<file path="config.mk">
export PLATFORM = sky130hd
export DESIGN_NAME = uart_rx
export DESIGN_NICKNAME = d
export VERILOG_FILES = /design/src/rtl/uart_rx.sv
export SDC_FILE = /design/constraint.sdc
export NUM_CORES = 1
export LEC_CHECK = 0
export ABC_AREA = 1
export BUFFER_PORTS_ARGS = -buffer_cell sky130_fd_sc_hd__clkbuf_2
export CAP_MARGIN = 20
export CORE_UTILIZATION = 29
export DETAILED_ROUTE_END_ITERATION = 8
export GPL_TIMING_DRIVEN = 1
export SLEW_MARGIN = 40
export SYNTH_ARGS = -nofsm -noshare
export SYNTH_HDL_FRONTEND = slang
export SYNTH_SLANG_ARGS = --single-unit
</file>
<file path="constraint.sdc">
create_clock -name clock -period 4.33 [get_ports clock]
set_input_delay 0.866 -clock clock [delete_from_list [all_inputs] [get_ports clock]]
set_output_delay 0.866 -clock clock [all_outputs]
set_load 0.005 [all_outputs]
</file>
<file path="src/rtl/uart_rx.sv">
// uart_rx: oversampling 8N1 serial receiver
// with a first-word-fall-through output FIFO.
module uart_rx #(
  parameter int CLKS_PER_BIT        = 139,
  parameter int WORDBITS            = 8,
  parameter int OUTPUT_BUFFER_DEPTH = 32
) (
  input  logic                clock,
  input  logic                resetN,
  input  logic                rxIn,
  input  logic                rxRead,
  output logic [WORDBITS-1:0] rxOut,
  output logic                rxValid,
  output logic [$clog2(OUTPUT_BUFFER_DEPTH):0] rxCount,
  output logic                frameError,
  output logic                overflow
);

  localparam int TW = $clog2(CLKS_PER_BIT);
  localparam int BW = (WORDBITS > 1) ? $clog2(WORDBITS) : 1;
  localparam int PW = $clog2(OUTPUT_BUFFER_DEPTH);
  localparam int CW = PW + 1;

  localparam logic [TW-1:0] T_LAST = TW'(CLKS_PER_BIT - 1);
  localparam logic [TW-1:0] T_HALF = TW'((CLKS_PER_BIT - 1) / 2);
  localparam logic [BW-1:0] B_LAST = BW'(WORDBITS - 1);
  localparam logic [CW-1:0] C_FULL = CW'(OUTPUT_BUFFER_DEPTH);

  typedef enum logic [2:0] {
    IDLE,
    STARTBIT,
    DATA,
    STOPBIT,
    BREAKWAIT
  } state_t;

  state_t              state;
  logic [TW-1:0]       timer;
  logic [BW-1:0]       bit_idx;
  logic [WORDBITS-1:0] shift;
  logic                sync1;
  logic                rxS;

  logic [WORDBITS-1:0] buffer [OUTPUT_BUFFER_DEPTH];
  logic [PW-1:0]       rd_ptr;
  logic [PW-1:0]       wr_ptr;
  logic [CW-1:0]       count;

  logic stop_tick;
  logic push_req;
  logic full;
  logic pop;
  logic push;
  logic drop;

  assign stop_tick = (state == STOPBIT) && (timer == T_LAST);
  assign push_req  = stop_tick && rxS;
  assign full      = (count == C_FULL);
  assign pop       = rxRead && rxValid;
  // A pop on the same edge frees a slot for the incoming word.
  assign push      = push_req && (!full || pop);
  assign drop      = push_req && full && !pop;

  assign rxValid = (count != '0);
  assign rxCount = count;
  assign rxOut   = buffer[rd_ptr];

  // Two-flop synchronizer; idles high so reset never looks like a start.
  always_ff @(posedge clock) begin
    if (!resetN) begin
      sync1 <= 1'b1;
      rxS   <= 1'b1;
    end else begin
      sync1 <= rxIn;
      rxS   <= sync1;
    end
  end

  // Frame FSM: centre-sample start, data and stop bits.
  always_ff @(posedge clock) begin
    if (!resetN) begin
      state      <= IDLE;
      timer      <= '0;
      bit_idx    <= '0;
      frameError <= 1'b0;
    end else begin
      frameError <= 1'b0;
      unique case (state)
        IDLE: begin
          timer   <= '0;
          bit_idx <= '0;
          if (!rxS) state <= STARTBIT;
        end
        STARTBIT: begin
          if (timer == T_HALF) begin
            timer <= '0;
            state <= rxS ? IDLE : DATA;
          end else begin
            timer <= timer + 1'b1;
          end
        end
        DATA: begin
          if (timer == T_LAST) begin
            timer          <= '0;
            shift[bit_idx] <= rxS;
            if (bit_idx == B_LAST) begin
              bit_idx <= '0;
              state   <= STOPBIT;
            end else begin
              bit_idx <= bit_idx + 1'b1;
            end
          end else begin
            timer <= timer + 1'b1;
          end
        end
        STOPBIT: begin
          if (timer == T_LAST) begin
            timer <= '0;
            if (rxS) begin
              state <= IDLE;
            end else begin
              frameError <= 1'b1;
              state      <= BREAKWAIT;
            end
          end else begin
            timer <= timer + 1'b1;
          end
        end
        BREAKWAIT: begin
          timer <= '0;
          if (rxS) state <= IDLE;
        end
        default: state <= IDLE;
      endcase
    end
  end

  // FIFO pointers, occupancy and overflow pulse.
  always_ff @(posedge clock) begin
    if (!resetN) begin
      rd_ptr   <= '0;
      wr_ptr   <= '0;
      count    <= '0;
      overflow <= 1'b0;
    end else begin
      overflow <= drop;
      if (push) wr_ptr <= wr_ptr + 1'b1;
      if (pop)  rd_ptr <= rd_ptr + 1'b1;
      if (push && !pop)      count <= count + 1'b1;
      else if (pop && !push) count <= count - 1'b1;
    end
  end

  // FIFO storage; contents need no reset.
  always_ff @(posedge clock) begin
    if (push) buffer[wr_ptr] <= shift;
  end

endmodule
</file>
# [After elaboration in Yosys (flattened, before gate mapping)]
# Memory sizes are Yosys's and may differ from the RTL's. A register that Yosys moved wholly into a read port is not among the register bits.
# Cells that the tools add are included.
[totals] register_bits=42 ramBits=256 n_memories=1 word_cells=83 input_bits=4
[classes] add_sub_neg=6 n_eq_ne=14 n_mux=25 reduce_logical=24 n_lt_le_gt_ge=2
[mem_list] memory="buffer" depth=32 word_bits=8 rd=1 rd_ports_with_merged_regs=1 write_ports=1 line_no="44" rtl="logic [WORDBITS-1:0] buffer [OUTPUT_BUFFER_DEPTH];"
[op_table] cell="$mux 3" n=9
[op_table] cell="$pmux 8 s3" n=1
[op_table] cell="$mux 8" n=2
[op_table] cell="$pmux 3 s5" n=1
[op_table] cell="$mux 6" n=2
[op_table] cell="$add 5x1->5 const B" n=2
[op_table] cell="$mux 5" n=2
[op_table] cell="$ne 2x2->1 const B" n=5
[op_table] cell="$logic_and 1x1->1" n=9
[op_table] cell="$add 8x1->8 const B" n=1
[op_table] cell="$bwmux 8" n=1
[op_table] cell="$eq 8x7->1 const B" n=1
[op_table] cell="$eq 8x8->1 const B" n=1
[op_table] cell="$add 6x1->6 const B" n=1
[op_table] cell="$eq 3x2->1 const B" n=2
[op_table] cell="$eq 3x3->1 const B" n=2
[op_table] cell="$eq 6x6->1 const B" n=1
[op_table] cell="$pmux 3 s2" n=1
[op_table] cell="$reduce_and 3->1" n=2
[op_table] cell="$reduce_and 6->1" n=1
[op_table] cell="$reduce_bool 6->1" n=1
[op_table] cell="$sub 6x1->6 const B" n=1
[op_table] cell="$lt 3x4->1 const B" n=1
[op_table] cell="$mux 1" n=4
[op_table] cell="13 further kinds" n=17

# [Logic depth before layout (Yosys ltp)]
# Gate-level depths: netlist of run 1.
[depth] word_depth=8 ltp_mapped=19 mapped_depth_nobuf=19

# [Worst setup path after synthesis of run 1]
# OpenSTA, ideal clock, no wires.
[synth_path] path_type="in2reg" start="in rxRead" end="reg count[5], in the netlist rxCount[5]" setup_ns=0.132 arrival_time_ns=2.639 path_slack_ns=1.559 path_buffers=0 path_stages=14 path_cell_list="nor3_1 nand2_1 nand3_4 inv_6 ha_1 inv_1 ha_1 or2_2 nand3b_1 nand2_1 nand2_1 nand2_1 nand2_1 a21oi_1"
[synth_between] elab_chain_len=6 elab_cells_between_ends=9 cone_classes="mux: 1; reduce/logical: 8"
[synth_rtl] element="start, declared" line_no="11" rtl="input logic rxRead,"
[synth_rtl] element="$logic_and 1x1->1 (*)" line_no="59" rtl="assign pop = rxRead && rxValid;"
[synth_rtl] element="$logic_or 1x1->1 (*)" line_no="61" rtl="assign push = push_req && (!full || pop);"
[synth_rtl] element="$logic_and 1x1->1 (*)" line_no="61"
[synth_rtl] element="net push" line_no="53" rtl="logic push;"
[synth_rtl] element="$logic_not 1->1" line_no="150" rtl="else if (pop && !push) count <= count - 1'b1;"
[synth_rtl] element="$logic_and 1x1->1" line_no="150"
[synth_rtl] element="$reduce_bool 2->1 (no line)"
[synth_rtl] element="end signal, assigned" line_no="149" rtl="if (push && !pop) count <= count + 1'b1;"
[synth_rtl] element="end signal, assigned" line_no="150"
[synth_rtl] element="end, declared" line_no="47" rtl="logic [CW-1:0] count;"
# The timed path passes the listed nets; every way through them passes the cells marked *.
# A chain may end at the register's enable or synchronous reset.

==> results of run 1 <==
worst reg2reg max path, delay by kind of cell, from the launching register on:
family / cells / cell delay (ns)
compound gates: 1 / 0.05
fa+ha+maj: 2 / 0.53
buf+inv: 3 / 0.34
flops: 1 / 0.38
simple gates: 10 / 1.41
final timing paths:
kind / cells after the start / endpoint / startpoint / slack, ns
max: 11 / rxOut[7] / flip-flop / 0.48
min: 1 / rxS$_SDFF_PN1_ / sync1$_SDFF_PN1_ / 0.43
max reg2reg: 16 / rxCount[5]$_SDFFE_PN0P_ / rxCount[0]$_SDFFE_PN0P_ / 1.49
min reg2reg: 1 / rxS$_SDFF_PN1_ / sync1$_SDFF_PN1_ / 0.43
stage by stage:
| step | power (mW) | hold WS [ns] | util (%) | cell area, µm² | std cells |
|---|---|---|---|---|---|
| 2_1_floorplan | 4.39 | 0.393 | - | 12800 | 1214 |
| 4_1_cts | 7.31 | 0.426 | 33.6 | 14600 | 1839 |
| 3_5_place_dp | 4.81 | 0.408 | 31.4 | 13600 | 1783 |
| 6_report | 7.25 | 0.428 | 33.6 | 14600 | 1839 |
| 3_3_place_gp | 4.78 | 0.403 | 31.2 | 13500 | 1776 |
| 5_1_grt | 7.62 | 0.446 | 33.6 | 14600 | 1839 |
power groups by stage:
stage	combinational, mW	clock, mW	sequential, mW
2_1_floorplan	1.10	0	3.28
6_report	1.47	2.51	3.27
5_1_grt	1.69	2.66	3.28
3_5_place_dp	1.48	0	3.33
3_3_place_gp	1.46	0	3.33
4_1_cts	1.48	2.56	3.27
logic make-up (layout without fill, tap and decap cells):
group / Yosys count / after routing / share of synthesized area (%)
XOR/XNOR: 10 / 10 / 0.682
adder cells (fa/ha/maj): 16 / 16 / 1.62
AND/OR/NAND/NOR: 754 / 754 / 25.3
flip-flops: 303 / 303 / 67.8
buffers and inverters: 101 / 141 / 3.35
AO/OA/AOI/OAI: 30 / 30 / 1.21
layout make-up:
class	count	area [µm²]	area share, %
inverter	45	175	1.20
multi-input combinational	810	3720	25.5
timing repair buffer	40	284	1.95
clock buffer	40	830	5.69
sequential	303	8710	59.8
tap	585	732	5.02
clock inverter	16	119	0.815
placed cells by master (no fill, tap or decap), types with 2 or more instances in the layout:
cell type    n
nand2_1    424
edfxtp_1   264
nand3_1    218
nor2_1      63
inv_1       39
dfxtp_1     37
clkbuf_16   31
clkbuf_2    20
a21oi_1     17
ha_1        15
nor3_1      14
buf_4       12
nor2_2      10
o21ai_0     10
clkinv_2    10
clkbuf_1     7
buf_6        7
xor2_1       6
nand2_4      5
xnor2_1      4
inv_2        4
or2_2        4
nand2_2      3
nand3_2      3
nor2_4       3
clkinv_1     3
nor4_1       2
nand3b_1     2
inv_6        2
clkbuf_8     2
synthesized netlist by cell type (4+ instances only):
cell	instances	share of area, %
nand2_1	424	12
edfxtp_1	264	62
nand3_1	218	8.5
nor2_1	72	2.1
inv_1	40	1.2
dfxtp_1	39	6.1
buf_2	37	1.4
a21oi_1	17	0.66
clkbuf_1	15	0.44
ha_1	15	1.5
nor3_1	14	0.55
o21ai_0	10	0.39
xor2_1	6	0.41
nand2_4	5	0.44
buf_1	4	0.12
inv_2	4	0.12
or2_2	4	0.19
xnor2_1	4	0.27
registers in the layout, indices dropped and copies added, names as in the netlist, named ones only:
signal / flops
shift: 8
sync1: 1
timer: 8
state: 3
rd_ptr: 5
bit_idx: 3
overflow: 1
rxS: 1
wr_ptr: 5
frameError: 1
buffer: 256
rxCount: 6
layer usage:
metal	vias to the layer above	wire, µm
met4	0	515
met1	4109	14000
met3	38	1970
met5	-	0
met2	243	12800
li1	4170	-
==> results.txt, run 1 <==
The run finished with clean final reports. The die covers approximately 0.045 mm². Measured along the y axis, the die boundary spans 212 µm. The total number of H-tree levels came out at 1. At the worst endpoint, the arrival time is 2.99 ns.

The maximum clock skew at final layout is about 0.03 ns. The slowest cell on the critical path is buf_4. The floorplan core area is about 0.043 mm².

For this run, the leading register cell type out of synthesis is edfxtp_1. The met2 global-route usage is 19.9%. Setup repair after global routing left no endpoint under its margin.

The row count came out at 76. The number of nets with antenna violations after routing came out at 0. The number of endpoints with negative hold slack in the final report is 0. The wire length reported by the detailed router came out at 29,300 µm. The number of instances in the synthesized netlist is between 1,000 and 1,500. The netlist uses 32 different library cells. The largest fanout on the critical path is 65. The worst setup margin came out at between 0.4 and 0.5 ns. The peak supply drop is 0.295 mV. The clock-pin slew reported for the worst setup and hold paths after clock tree synthesis came out at 0.06 ns. Measured along the x axis, the die boundary spans 212 µm. Global routing consumed, on the met1 layer, 19.4% of the routing resources. Traced cell by cell, the critical path runs through clkinv_2 -> buf_4 -> nand2_1 -> nand3_1 -> nand3_1 -> nand2_1 -> nand2_1 -> nand2_1 -> nand2_1 -> nand2_1 -> clkbuf_2.

The largest net degree at the start of global routing came out at 104. The final cycle utilization of the critical path is roughly nine tenths. The timing-limited maximum frequency is roughly 260 MHz.

The DRC marker count from the first detailed-route iteration came out at 786. The area overhead of the layout relative to synthesis came out at 13.5%. The worst setup path is of the reg2out kind. The number of top-level pins came out at 21. The proportion of total power due to net switching is 30.2%. The part of the total power dissipated in combinational logic is about a fifth. The share of the Yosys chip area taken by registers is between 60% and 70%. The number of antenna violations at the first check in global routing was 0. The net count of the mapped netlist is 1,234.

The number of maximum-capacitance violations is 0. The minimum setup slack after placement came out at 1.07 ns. Global routing consumed, over all layers together, 13.3% of the routing resources. TritonCTS built the clock tree.

The met3 usage is about 2.7%. The post-synth design cell area came out at about 0.013 mm². The placed wire-length estimate after detailed placement is 18,100 µm. The clock tree root buffer cell is clkbuf_16. The detailed-route via count is 8,560.

The data required time of the critical path is between 3 and 4 ns. Of the cells placed in the final design, the portion with a size suffix greater than 1 is 9.81%. The detail-routed via count per cell is roughly 4.7.

The quantity of I/O buffers inserted on ports is 20. The sequential share of power is 45.1%. The transition time at the pin with the least slew margin is 0.861 ns. The number of setup buffers added after CTS came out at 0.

The cts-stage hold buffer count came out at 0. The number of clock buffers inserted by TritonCTS came out at 30. Counting both buffers and inverters, the worst setup path holds a total of 3. The insertion delay to the later sink of the worst-skew pair came out at approximately 0.58 ns. The leakage dissipation came out at 5.36 nW. The routed wirelength normalized by instance count is approximately 16 µm. The tightest min-delay check is of the reg2reg type.

The number of synthesis warnings came out at 0. The number of register bits inferred by synthesis came out at 303. The minimum period implied by the final worst setup slack came out at ~3.9 ns. The total overflow left after global routing is 0. The DRC violation count after routing is 0. Of all flip-flops after synthesis, the portion carrying an async set or reset was 0%.

The global-route wire length before repair came out at 46,600 µm. The count of final setup violators came out at 0. The largest stage delay on the critical path is 0.63 ns.

The clock sink count came out at between 300 and 400. The max-slew violation count was 0. The number of diodes came out at 0. The worst setup path is captured at an output pin. The final net count came out at 1,250. The routability congestion estimate came out at 0.785. Among cell families on the critical path, the largest total delay comes from buffers and inverters. The maximum clock insertion buffer count is 3.

By instance count, the cell type seen most on the critical path is nand2_1. The via count of the first global-routing pass is 8,183. The internal power consumption is 5.06 mW.

Yosys mapped a number of flops with a built-in enable equal to 264. The net switching power is 2.19 mW. The total negative slack is 0 ns.

The starting density of the core came out at 29.6%. The iteration count of the initial detailed-routing pass came out at 5. The total of fill cells in the finished design came out at 4,402. Headroom to the max-slew limit came out at around 42%.

The part of the total power dissipated in the clock network is 34.6%. In this run, post-CTS repair resized a total of 0 instances. The total power divided by cell area came out at 497 mW/mm².

The worst setup path is launched from a flip-flop. In this run the most used layer during global routing was met2. The mean cell area of the mapped netlist came out at 10.6 µm².
(Power assumes the default switching activity.)
==> run 2, diff against run 1 <==
--- a/config.mk
+++ b/config.mk
@@ -11,6 +11,7 @@
 export CORE_UTILIZATION = 29
 export DETAILED_ROUTE_END_ITERATION = 8
 export GPL_TIMING_DRIVEN = 1
+export PLACE_DENSITY = 0.41
 export SLEW_MARGIN = 40
 export SYNTH_ARGS = -nofsm -noshare
 export SYNTH_HDL_FRONTEND = slang
==> run 2 against run 1 <==
Compared with the run above: non-clock buffer count decreased by 1; critical endpoint is now rxOut[2]; sequential share of layout area decreased by 0.58 points; sequential power barely moved; largest cell class unchanged; clock power grew 12%; fmax is 12% higher; register-to-register slack about the same; first-iteration DRC count shrank 45%.
==> results.txt, run 2 (synthesized netlist as in run 1, its figures left out) <==
Compared with the post-synthesis result, the final layout area differs by 14.6%. The minimum period implied by the final worst setup slack is 3.43 ns. The global-route total usage across every layer is approximately 15%. The top cell types in the final layout, fill and taps aside, are nand2_1, edfxtp_1, nand3_1.

Summing all flip-flop and latch instances after layout gives 0.00871 mm². VDD sags by at most 0.314 mV. The number of clock buffers inserted by TritonCTS came out at 36. The register with the most flip-flops in the layout has 256 of them. The total negative slack came out at 0 ns. The routed wirelength normalized by instance count is 17.8 µm. More flip-flops sit in one register than any other, and that register is buffer. The fraction of final layout cells sized beyond drive strength 1 came out at between 10% and 20%. The path class of the tightest hold or removal check is reg2reg. The placed wire-length estimate after detailed placement came out at about 19,000 µm. The number of maximum-capacitance violations is 0. Combinational logic is responsible for approximately a fifth of the overall power. The iteration count of the initial detailed-routing pass came out at 5. The region available for standard cell placement spans 0.0434 mm². The end point of the critical path is rxOut[2]. The maximum clock skew at final layout is 0.00776 ns. The clock tree root buffer cell is clkbuf_16.

In this run the power density over the cells is around 520 mW/mm². The clock network is responsible for around 37% of the overall power. The total number of H-tree levels came out at 2. The largest registers in the layout are buffer x256, shift x8, timer x8. The endpoint of the worst register-to-register path is rxCount[5]$_SDFFE_PN0P_. The number of antenna violations at the first check in global routing came out at 0. The starting density of the core came out at 29.6%. The proportion of total power due to net switching is 30.0%.

The timing-limited maximum frequency is a little under 300 MHz. The cts-stage hold buffer count is 0. The number of nets with antenna violations after routing is 0. The largest net degree at the start of global routing came out at 129. The net switching power is 2.28 mW.

The worst max-slew margin expressed relative to the limit is around 45%. Once layout is done, the placed cells without fillers occupy 0.0147 mm². The final cycle utilization of the critical path came out at 79.3%. The detailed-route via count is 8,435. The global-route wire length before repair came out at 50,900 µm. The insertion delay to the later sink of the worst-skew pair came out at 0.51 ns. At the pin with the least slew margin, the transition time is 0.828 ns. The clock tree from TritonCTS is done. The placed instances occupy a cell area of approximately 0.014 mm². The final net count came out at 1,255.

Row generation in the floorplan step produced 76 rows. The worst reg2reg path startpoint is rxCount[0]$_SDFFE_PN0P_. The total of fill cells in the finished design came out at between 4,000 and 5,000. The clock-pin slew reported for the worst setup and hold paths after clock tree synthesis is around 0.060 ns.

The worst hold-check slack is 0.410 ns. The count of final setup violators is 0. At the end of routability-driven placement, the weighted congestion stood at roughly 0.79. The max-slew violation count is 0.

The reg-to-reg setup timing slack came out at 1.48 ns. The die outline area came out at 0.0451 mm². The worst setup margin is 0.897 ns.

The worst setup path is captured at an output pin. The data arrival at the endpoint of the critical path is 2.57 ns. The die span in y is between 200 and 250 µm.

The number of instances resized during post-cts repair is 0. The via count of the first global-routing pass came out at 8,353. The tree built by TritonCTS fans out to approximately 300 sinks.

Timing analysis after detailed placement gives a worst setup slack of 1.14 ns. The data required time of the critical path is 3.46 ns. Summed over all layers, the global routing overflow is 0. The internal power of the cells totals 5.31 mW.

The category of the worst setup path launch point is a flip-flop. The wire length reported by the detailed router came out at 32,900 µm. The number of diodes came out at 0. The clock passes through at most 3 buffers. Using the TritonRoute via totals, the vias-per-cell ratio works out to 4.57. The number of top-level pins is 21. The run finished with clean final reports. Setup repair after global routing left no endpoint under its margin. The quantity of I/O buffers inserted on ports is 20. The worst setup path is of the reg2out kind. Post-CTS timing repair inserted 0 buffers for setup. The combined area of the multi-input logic cells came out at roughly 0.0037 mm². The library cell used most frequently in the layout, excluding fill and tap cells, is nand2_1.

In this run the horizontal extent of the chip is 212 µm. After detailed routing, the number of remaining DRC violations is 0. The DRC marker count from the first detailed-route iteration came out at 434.

The number of cells on the worst reg-to-reg path is 16. In this run the worst path has a maximum fanout of 39. The sequential share of power is between 40% and 50%. The number of endpoints with negative hold slack in the final report is 0. For this design the static power due to leakage is 5.41 nW.
-- run 2: cell types whose count changed in the layout (fill, tap and decap cells not counted), sizes merged --
cell	change
clkinvlp	+1
buf	-1
clkbuf	+9
clkinv	-3
-- run 2: worst max-delay path, stage by stage, from the launching register on --
cell and delay, ns:
dfxtp_4 0.36, inv_4 0.35, buf_4 0.41, nand2_1 0.10
nand3_1 0.08, nand3_1 0.13, nand2_1 0.15, nand2_1 0.06
nand2_1 0.06, nand2_1 0.04, nand2_1 0.13, clkbuf_2 0.14
-- run 2: through the flow --
step / total power, mW / std cells / util [%]
after floorplan: 4.39 / 1214 / -
after global placement: 4.91 / 1782 / 31.4
after detailed placement: 4.90 / 1782 / 31.4
after CTS: 7.73 / 1845 / 33.9
after global routing: 8.03 / 1845 / 33.9
final: 7.59 / 1845 / 33.9
-- run 2: power by group through the flow --
stage	combinational, mW	clock (mW)	sequential [mW]
floorplan	1.10	0	3.28
global placement	1.61	0	3.30
detailed placement	1.60	0	3.30
CTS	1.60	2.89	3.24
global route	1.79	3.00	3.24
finish	1.56	2.80	3.24
-- run 2: area by class of cell --
class,count,area share [%]
multi-input combinational,810,25.4
inverter,45,1.20
clock buffer,49,6.66
tap,585,4.97
timing repair buffer,39,1.93
sequential,303,59.2
clock inverter,14,0.629
-- run 2: metal layers --
metal	up-vias	GRT usage (%)	wire length, µm
li1	4194	-	-
met1	4068	20.9	15800
met2	135	24.5	15300
met3	38	2.16	1270
met4	0	3.94	562
met5	-	0	0
-- run 2: how the worst min path moves through the flow --
| stage | start | endpoint | slack (ns) | cells past startpoint |
|---|---|---|---|---|
| floorplan | sync1$_SDFF_PN1_ | rxS$_SDFF_PN1_ | 0.39 | 1 |
| global placement | sync1$_SDFF_PN1_ | rxS$_SDFF_PN1_ | 0.40 | 1 |
| detailed placement | sync1$_SDFF_PN1_ | rxS$_SDFF_PN1_ | 0.40 | 1 |
| CTS | sync1$_SDFF_PN1_ | rxS$_SDFF_PN1_ | 0.41 | 1 |
| global route | sync1$_SDFF_PN1_ | rxS$_SDFF_PN1_ | 0.41 | 1 |
| finish | sync1$_SDFF_PN1_ | rxS$_SDFF_PN1_ | 0.41 | 1 |
